<file path="src/rtl/fetch_queue_if.sv">
// Fetch front-end bus: instruction-memory port, redirect input and the
// decode-side valid/ready instruction stream, bundled for fetch_queue.
interface fetch_queue_if;
    logic [31:0] imem_addr;
    logic [31:0] imem_rdata;
    logic        redirect_valid;
    logic [31:0] redirect_pc;
    logic        inst_valid;
    logic        inst_ready;
    logic [31:0] inst_data;
    logic [31:0] inst_pc;

    // fetch_queue side
    modport master (
        output imem_addr,
        input  imem_rdata,
        input  redirect_valid,
        input  redirect_pc,
        output inst_valid,
        input  inst_ready,
        output inst_data,
        output inst_pc
    );

    // memory / decode / redirect source side
    modport slave (
        input  imem_addr,
        output imem_rdata,
        output redirect_valid,
        output redirect_pc,
        input  inst_valid,
        output inst_ready,
        input  inst_data,
        input  inst_pc
    );
endinterface

</file>
<file path="src/rtl/fetch_queue.sv">
// Instruction-fetch queue: issues sequential word reads to a synchronous
// instruction memory, captures the returned word one cycle later into a
// DEPTH-entry FIFO and hands {pc, word} pairs to decode over valid/ready.
// A redirect flushes the FIFO and drops the in-flight read.
module fetch_queue #(
    parameter int          DEPTH    = 4,
    parameter logic [31:0] RESET_PC = 32'h0000_0000
) (
    input  logic          clk,
    input  logic          rst_n,
    fetch_queue_if.master bus
);
    localparam int PW = (DEPTH > 1) ? $clog2(DEPTH) : 1;

    typedef struct packed {
        logic [31:0] pc;
        logic [31:0] word;
    } entry_t;

    entry_t        mem [0:DEPTH-1];
    logic [PW-1:0] rd_ptr;
    logic [PW-1:0] wr_ptr;
    logic [PW:0]   count;
    logic [31:0]   fetch_pc;
    logic [31:0]   pending_pc;
    logic          pending;

    logic [PW+1:0] occ;
    logic          issue;
    logic          push;
    logic          pop;
    logic          unused_rpc_lsbs;

    // The in-flight read reserves a slot, so the FIFO can never overflow.
    // A pop in this cycle is deliberately not credited to keep the path short.
    assign occ   = {1'b0, count} + (PW+2)'(pending);
    assign issue = occ < (PW+2)'(DEPTH);
    assign push  = pending && !bus.redirect_valid;
    assign pop   = bus.inst_valid && bus.inst_ready && !bus.redirect_valid;

    assign bus.imem_addr  = fetch_pc;
    assign bus.inst_valid = (count != '0);
    assign bus.inst_data  = mem[rd_ptr].word;
    assign bus.inst_pc    = mem[rd_ptr].pc;

    // Redirect targets are word aligned; the low bits are dropped on purpose.
    assign unused_rpc_lsbs = ^bus.redirect_pc[1:0];

    // Fetch address, in-flight read tracking and FIFO bookkeeping.
    always_ff @(posedge clk) begin
        if (!rst_n) begin
            fetch_pc   <= RESET_PC;
            pending    <= 1'b0;
            pending_pc <= RESET_PC;
            rd_ptr     <= '0;
            wr_ptr     <= '0;
            count      <= '0;
        end else if (bus.redirect_valid) begin
            fetch_pc <= {bus.redirect_pc[31:2], 2'b00};
            pending  <= 1'b0;
            rd_ptr   <= '0;
            wr_ptr   <= '0;
            count    <= '0;
        end else begin
            pending <= issue;
            if (issue) begin
                pending_pc <= fetch_pc;
                fetch_pc   <= fetch_pc + 32'd4;
            end
            if (push) wr_ptr <= wr_ptr + PW'(1);
            if (pop)  rd_ptr <= rd_ptr + PW'(1);
            count <= count + (PW+1)'(push) - (PW+1)'(pop);
        end
    end

    // FIFO storage; contents are don't-care while not counted, so no reset.
    always_ff @(posedge clk) begin
        if (push) mem[wr_ptr] <= '{pc: pending_pc, word: bus.imem_rdata};
    end
endmodule

</file>
<file path="src/flat_wrapper.sv">
// flat-port wrapper written by rule: the top's interface ports become plain ports
module fetch_queue_flat 
#(
    parameter int          DEPTH    = 4,
    parameter logic [31:0] RESET_PC = 32'h0000_0000
)
  (clk, rst_n, bus_imem_addr, bus_imem_rdata, bus_redirect_valid, bus_redirect_pc, bus_inst_valid, bus_inst_ready, bus_inst_data, bus_inst_pc);
  fetch_queue_if bus_i ();
  input  logic clk;
  input  logic rst_n;
  output wire logic [$bits(bus_i.imem_addr)-1:0] bus_imem_addr;
  input wire logic [$bits(bus_i.imem_rdata)-1:0] bus_imem_rdata;
  input wire logic [$bits(bus_i.redirect_valid)-1:0] bus_redirect_valid;
  input wire logic [$bits(bus_i.redirect_pc)-1:0] bus_redirect_pc;
  output wire logic [$bits(bus_i.inst_valid)-1:0] bus_inst_valid;
  input wire logic [$bits(bus_i.inst_ready)-1:0] bus_inst_ready;
  output wire logic [$bits(bus_i.inst_data)-1:0] bus_inst_data;
  output wire logic [$bits(bus_i.inst_pc)-1:0] bus_inst_pc;
  assign bus_imem_addr = bus_i.imem_addr;
  assign bus_i.imem_rdata = bus_imem_rdata;
  assign bus_i.redirect_valid = bus_redirect_valid;
  assign bus_i.redirect_pc = bus_redirect_pc;
  assign bus_inst_valid = bus_i.inst_valid;
  assign bus_i.inst_ready = bus_inst_ready;
  assign bus_inst_data = bus_i.inst_data;
  assign bus_inst_pc = bus_i.inst_pc;
  fetch_queue #(.DEPTH(DEPTH), .RESET_PC(RESET_PC)) u_core (.clk(clk), .rst_n(rst_n), .bus(bus_i));
endmodule
</file>
<file path="config.mk">
export PLATFORM = sky130hd
export DESIGN_NAME = fetch_queue_flat
export DESIGN_NICKNAME = d
export VERILOG_FILES = /design/src/rtl/fetch_queue_if.sv /design/src/rtl/fetch_queue.sv /design/src/flat_wrapper.sv
export SDC_FILE = /design/constraint.sdc
export NUM_CORES = 1
export LEC_CHECK = 0
export ABC_AREA = 1
export CAP_MARGIN = 10
export CORE_UTILIZATION = 43
export CTS_BUF_LIST = sky130_fd_sc_hd__clkbuf_16
export CTS_CLUSTER_DIAMETER = 150
export CTS_CLUSTER_SIZE = 25
export DETAILED_ROUTE_END_ITERATION = 12
export PLACE_DENSITY = 0.67
export SLEW_MARGIN = 20
export SYNTH_ARGS = -nofsm -noshare
export SYNTH_HDL_FRONTEND = slang
export SYNTH_SLANG_ARGS = --single-unit
export TNS_END_PERCENT = 1
</file>
<file path="constraint.sdc">
create_clock -name clk -period 12.9 [get_ports clk]
set_input_delay 2.58 -clock clk [delete_from_list [all_inputs] [get_ports clk]]
set_output_delay 2.58 -clock clk [all_outputs]
set_load 0.02 [all_outputs]
</file>
==> out/results.ini <==
[status]
status = finished clean

[cts]
cts_setup_buffers = 0
cts_htree_levels = 1
cts_resized = 0
cts.reportedPaths.clkPinSlew_ps = 100
holdBufCountCts = 0
insertion_delay_ps = 500
clockBufferDepth = 3
numCtsBuffers = 16
root_buffer = clkbuf_16
clock-sinks = 318
cts_tree = yes

[setup_path]
worstPathArrival_ps = 3240
slowest_delay_ps = 750
critPathTopFamily = buffers and inverters
path_cells = clkinv_2, buf_4, o21ai_0, o22ai_1, clkdlybuf4s50_1
crit_required_ps = 10320
slowest_stage = buf_4
cp-end-kind = output pin
path_class = reg2out
cp_max_fo = 84
crit_buf_inv = 3
start_kind = flop

[sta]
fin_crit_sh_pct = 45.14
hold_violations = 0
slew_viol_final = 0
max_freq_ghz = 0.1717
fin_crit_ps = 5823
fin_setup_tns_ps = 0
worst_hold_slack_ps = 467.2
setup_violations = 0
max-slew-margin-rel_pct = 34.16
setup_ws_ps = 7077
clock_skew_ps = 13.84
rsz0062_at_grt = no
tightestPinTransition_ps = 986.5

[global_routing]
grt_max_degree = 89
grt_pass1_wl_um = 44680
antenna_found_initial = 0
track_usage_pct = 18.42
overflow = 0
grt_pass1_vias = 8492

[placed_design]
gp_congestion = 0.8568
hpwl_um = 16770
placed_area_mm2 = 0.01471
pre_cts_slack_ps = 7510
port_buffers = 158

[yosys]
yosys_register_bits = 318
ys_types = 34
synth_top_cell_by_area = edfxtp_1
async_flop_share_pct = 0
synth_area_leaders = edfxtp_1, dfxtp_1, o21ai_0, nor2_1, nand2_1
synth_top_area_share_pct = 58.02
yosysWarnings = 0
synth_ff_type = edfxtp_1
synth-edff-count = 248
avgSynthCellArea_um2 = 11.11
netlist_area_mm2 = 0.01284
seq_area_frac_synth_pct = 68.93
synthCells = 1155

[layout]
area_growth_pct = 18.27
fin_area_mm2 = 0.01518
fillerInstances = 2564
nets = 1357
post-route-util_pct = 52.32
n_antenna_cell = 0
layout_common_cells = edfxtp_1, nor2_1, o21ai_0
layout-drive-gt1-share_pct = 4.806
final_common_cell = edfxtp_1

[routing]
routedWlPerCell_um = 16.85
num_vias = 8722
postRouteAntennaNets = 0
vias_per_cell = 5.210
route.detailed.drc = 0
first_iter_violations = 640
routed_wl_um = 28200
first_pass_iters = 5

[floorplanning]
fp-row-count = 62
initial_core_util_pct = 44.24
die_area_mm2 = 0.03055
die_width_um = 174.8
coreArea_mm2 = 0.02901
die_y_um = 174.8
ios = 165

[min_path]
hold_path_class = reg2reg

[power_and_ir_drop]
power_density_mw_per_mm2 = 119.6
irDropWorstVdd_mv = 0.06524
total_leakage_power_nw = 5.293

[job]
drv_cap = 0

-- cells in the mapped netlist (15+ instances only) --
library cell  number
clkbuf_1          36
o21ai_0          168
nand3_1           39
inv_1             66
nand2_1          155
edfxtp_1         248
a21oi_1           34
dfxtp_1           70
nor2_1           175
o22ai_1           62
o21ai_1           17
buf_2             15
-- worst min-delay path: stages (launching register included) --
cell	delay, ps
dfxtp_1	310
inv_1	60
a21oi_1	70
-- worst paths after layout --
| kind | to | from | cells after the start | slack [ps] |
|---|---|---|---|---|
| worst min register to register | flop | u_core.rd_ptr[1] | 2 | 470 |
| worst max-delay path | bus_inst_data[2] | flop | 5 | 7080 |
| worst max register to register | u_core.mem[3][3] | u_core.pending | 5 | 10410 |
| worst min-delay path | flop | u_core.rd_ptr[1] | 2 | 470 |
-- cell families (layout without fill, tap and decap cells) --
group / count (synthesis) / in the layout / share of synthesized area, %
xor+xnor: 9 / 9 / 0.6141
simple gates: 393 / 393 / 12.71
flops: 318 / 318 / 68.93
fa+ha+maj: 9 / 9 / 0.9358
compound gates: 292 / 292 / 12.30
other cells: 1 / 4 / 0.02921
buf+inv: 133 / 265 / 4.474
-- cell type report --
type | instances | area, µm² | area share [%]
clock buffer | 17 | 425.4 | 2.802
timing repair buffer | 169 | 1664 | 10.96
multi-input combinational | 707 | 3455 | 22.76
sequential | 318 | 8853 | 58.32
clock inverter | 11 | 46.29 | 0.3050
tap | 384 | 480.5 | 3.165
inverter | 68 | 256.5 | 1.690
-- sequential cells by signal, summed over array words and instances (netlist names), named ones only --
name / cells
u_core.rd_ptr: 2
u_core.wr_ptr: 2
u_core.mem: 248
u_core.pending_pc: 30
u_core.count: 3
u_core.bus.imem_addr: 30
u_core.pending: 1
-- per-stage QoR --
step | power (mW) | std cells
6_report | 1.816 | 1674
3_3_place_gp | 1.292 | 1646
5_1_grt | 1.883 | 1674
2_1_floorplan | 1.228 | 1158
3_5_place_dp | 1.294 | 1646
4_1_cts | 1.833 | 1674
-- layer usage --
metal | vias to the layer above | global-route usage, % | part of all wire (%)
met5 | - | 0 | 0
met4 | 0 | 4.964 | 2.0
met3 | 40 | 2.698 | 5.8
met2 | 249 | 30.82 | 46
met1 | 4154 | 25.08 | 46
li1 | 4279 | - | -
-- power breakdown --
group / internal [mW] / switching (mW) / leakage [nW]
Clock: 0.242 / 0.303 / 0.267
Combinational: 0.0558 / 0.0695 / 2.18
Sequential: 1.12 / 0.0209 / 2.84
No activity file was read; power rests on OpenSTA's default activity.
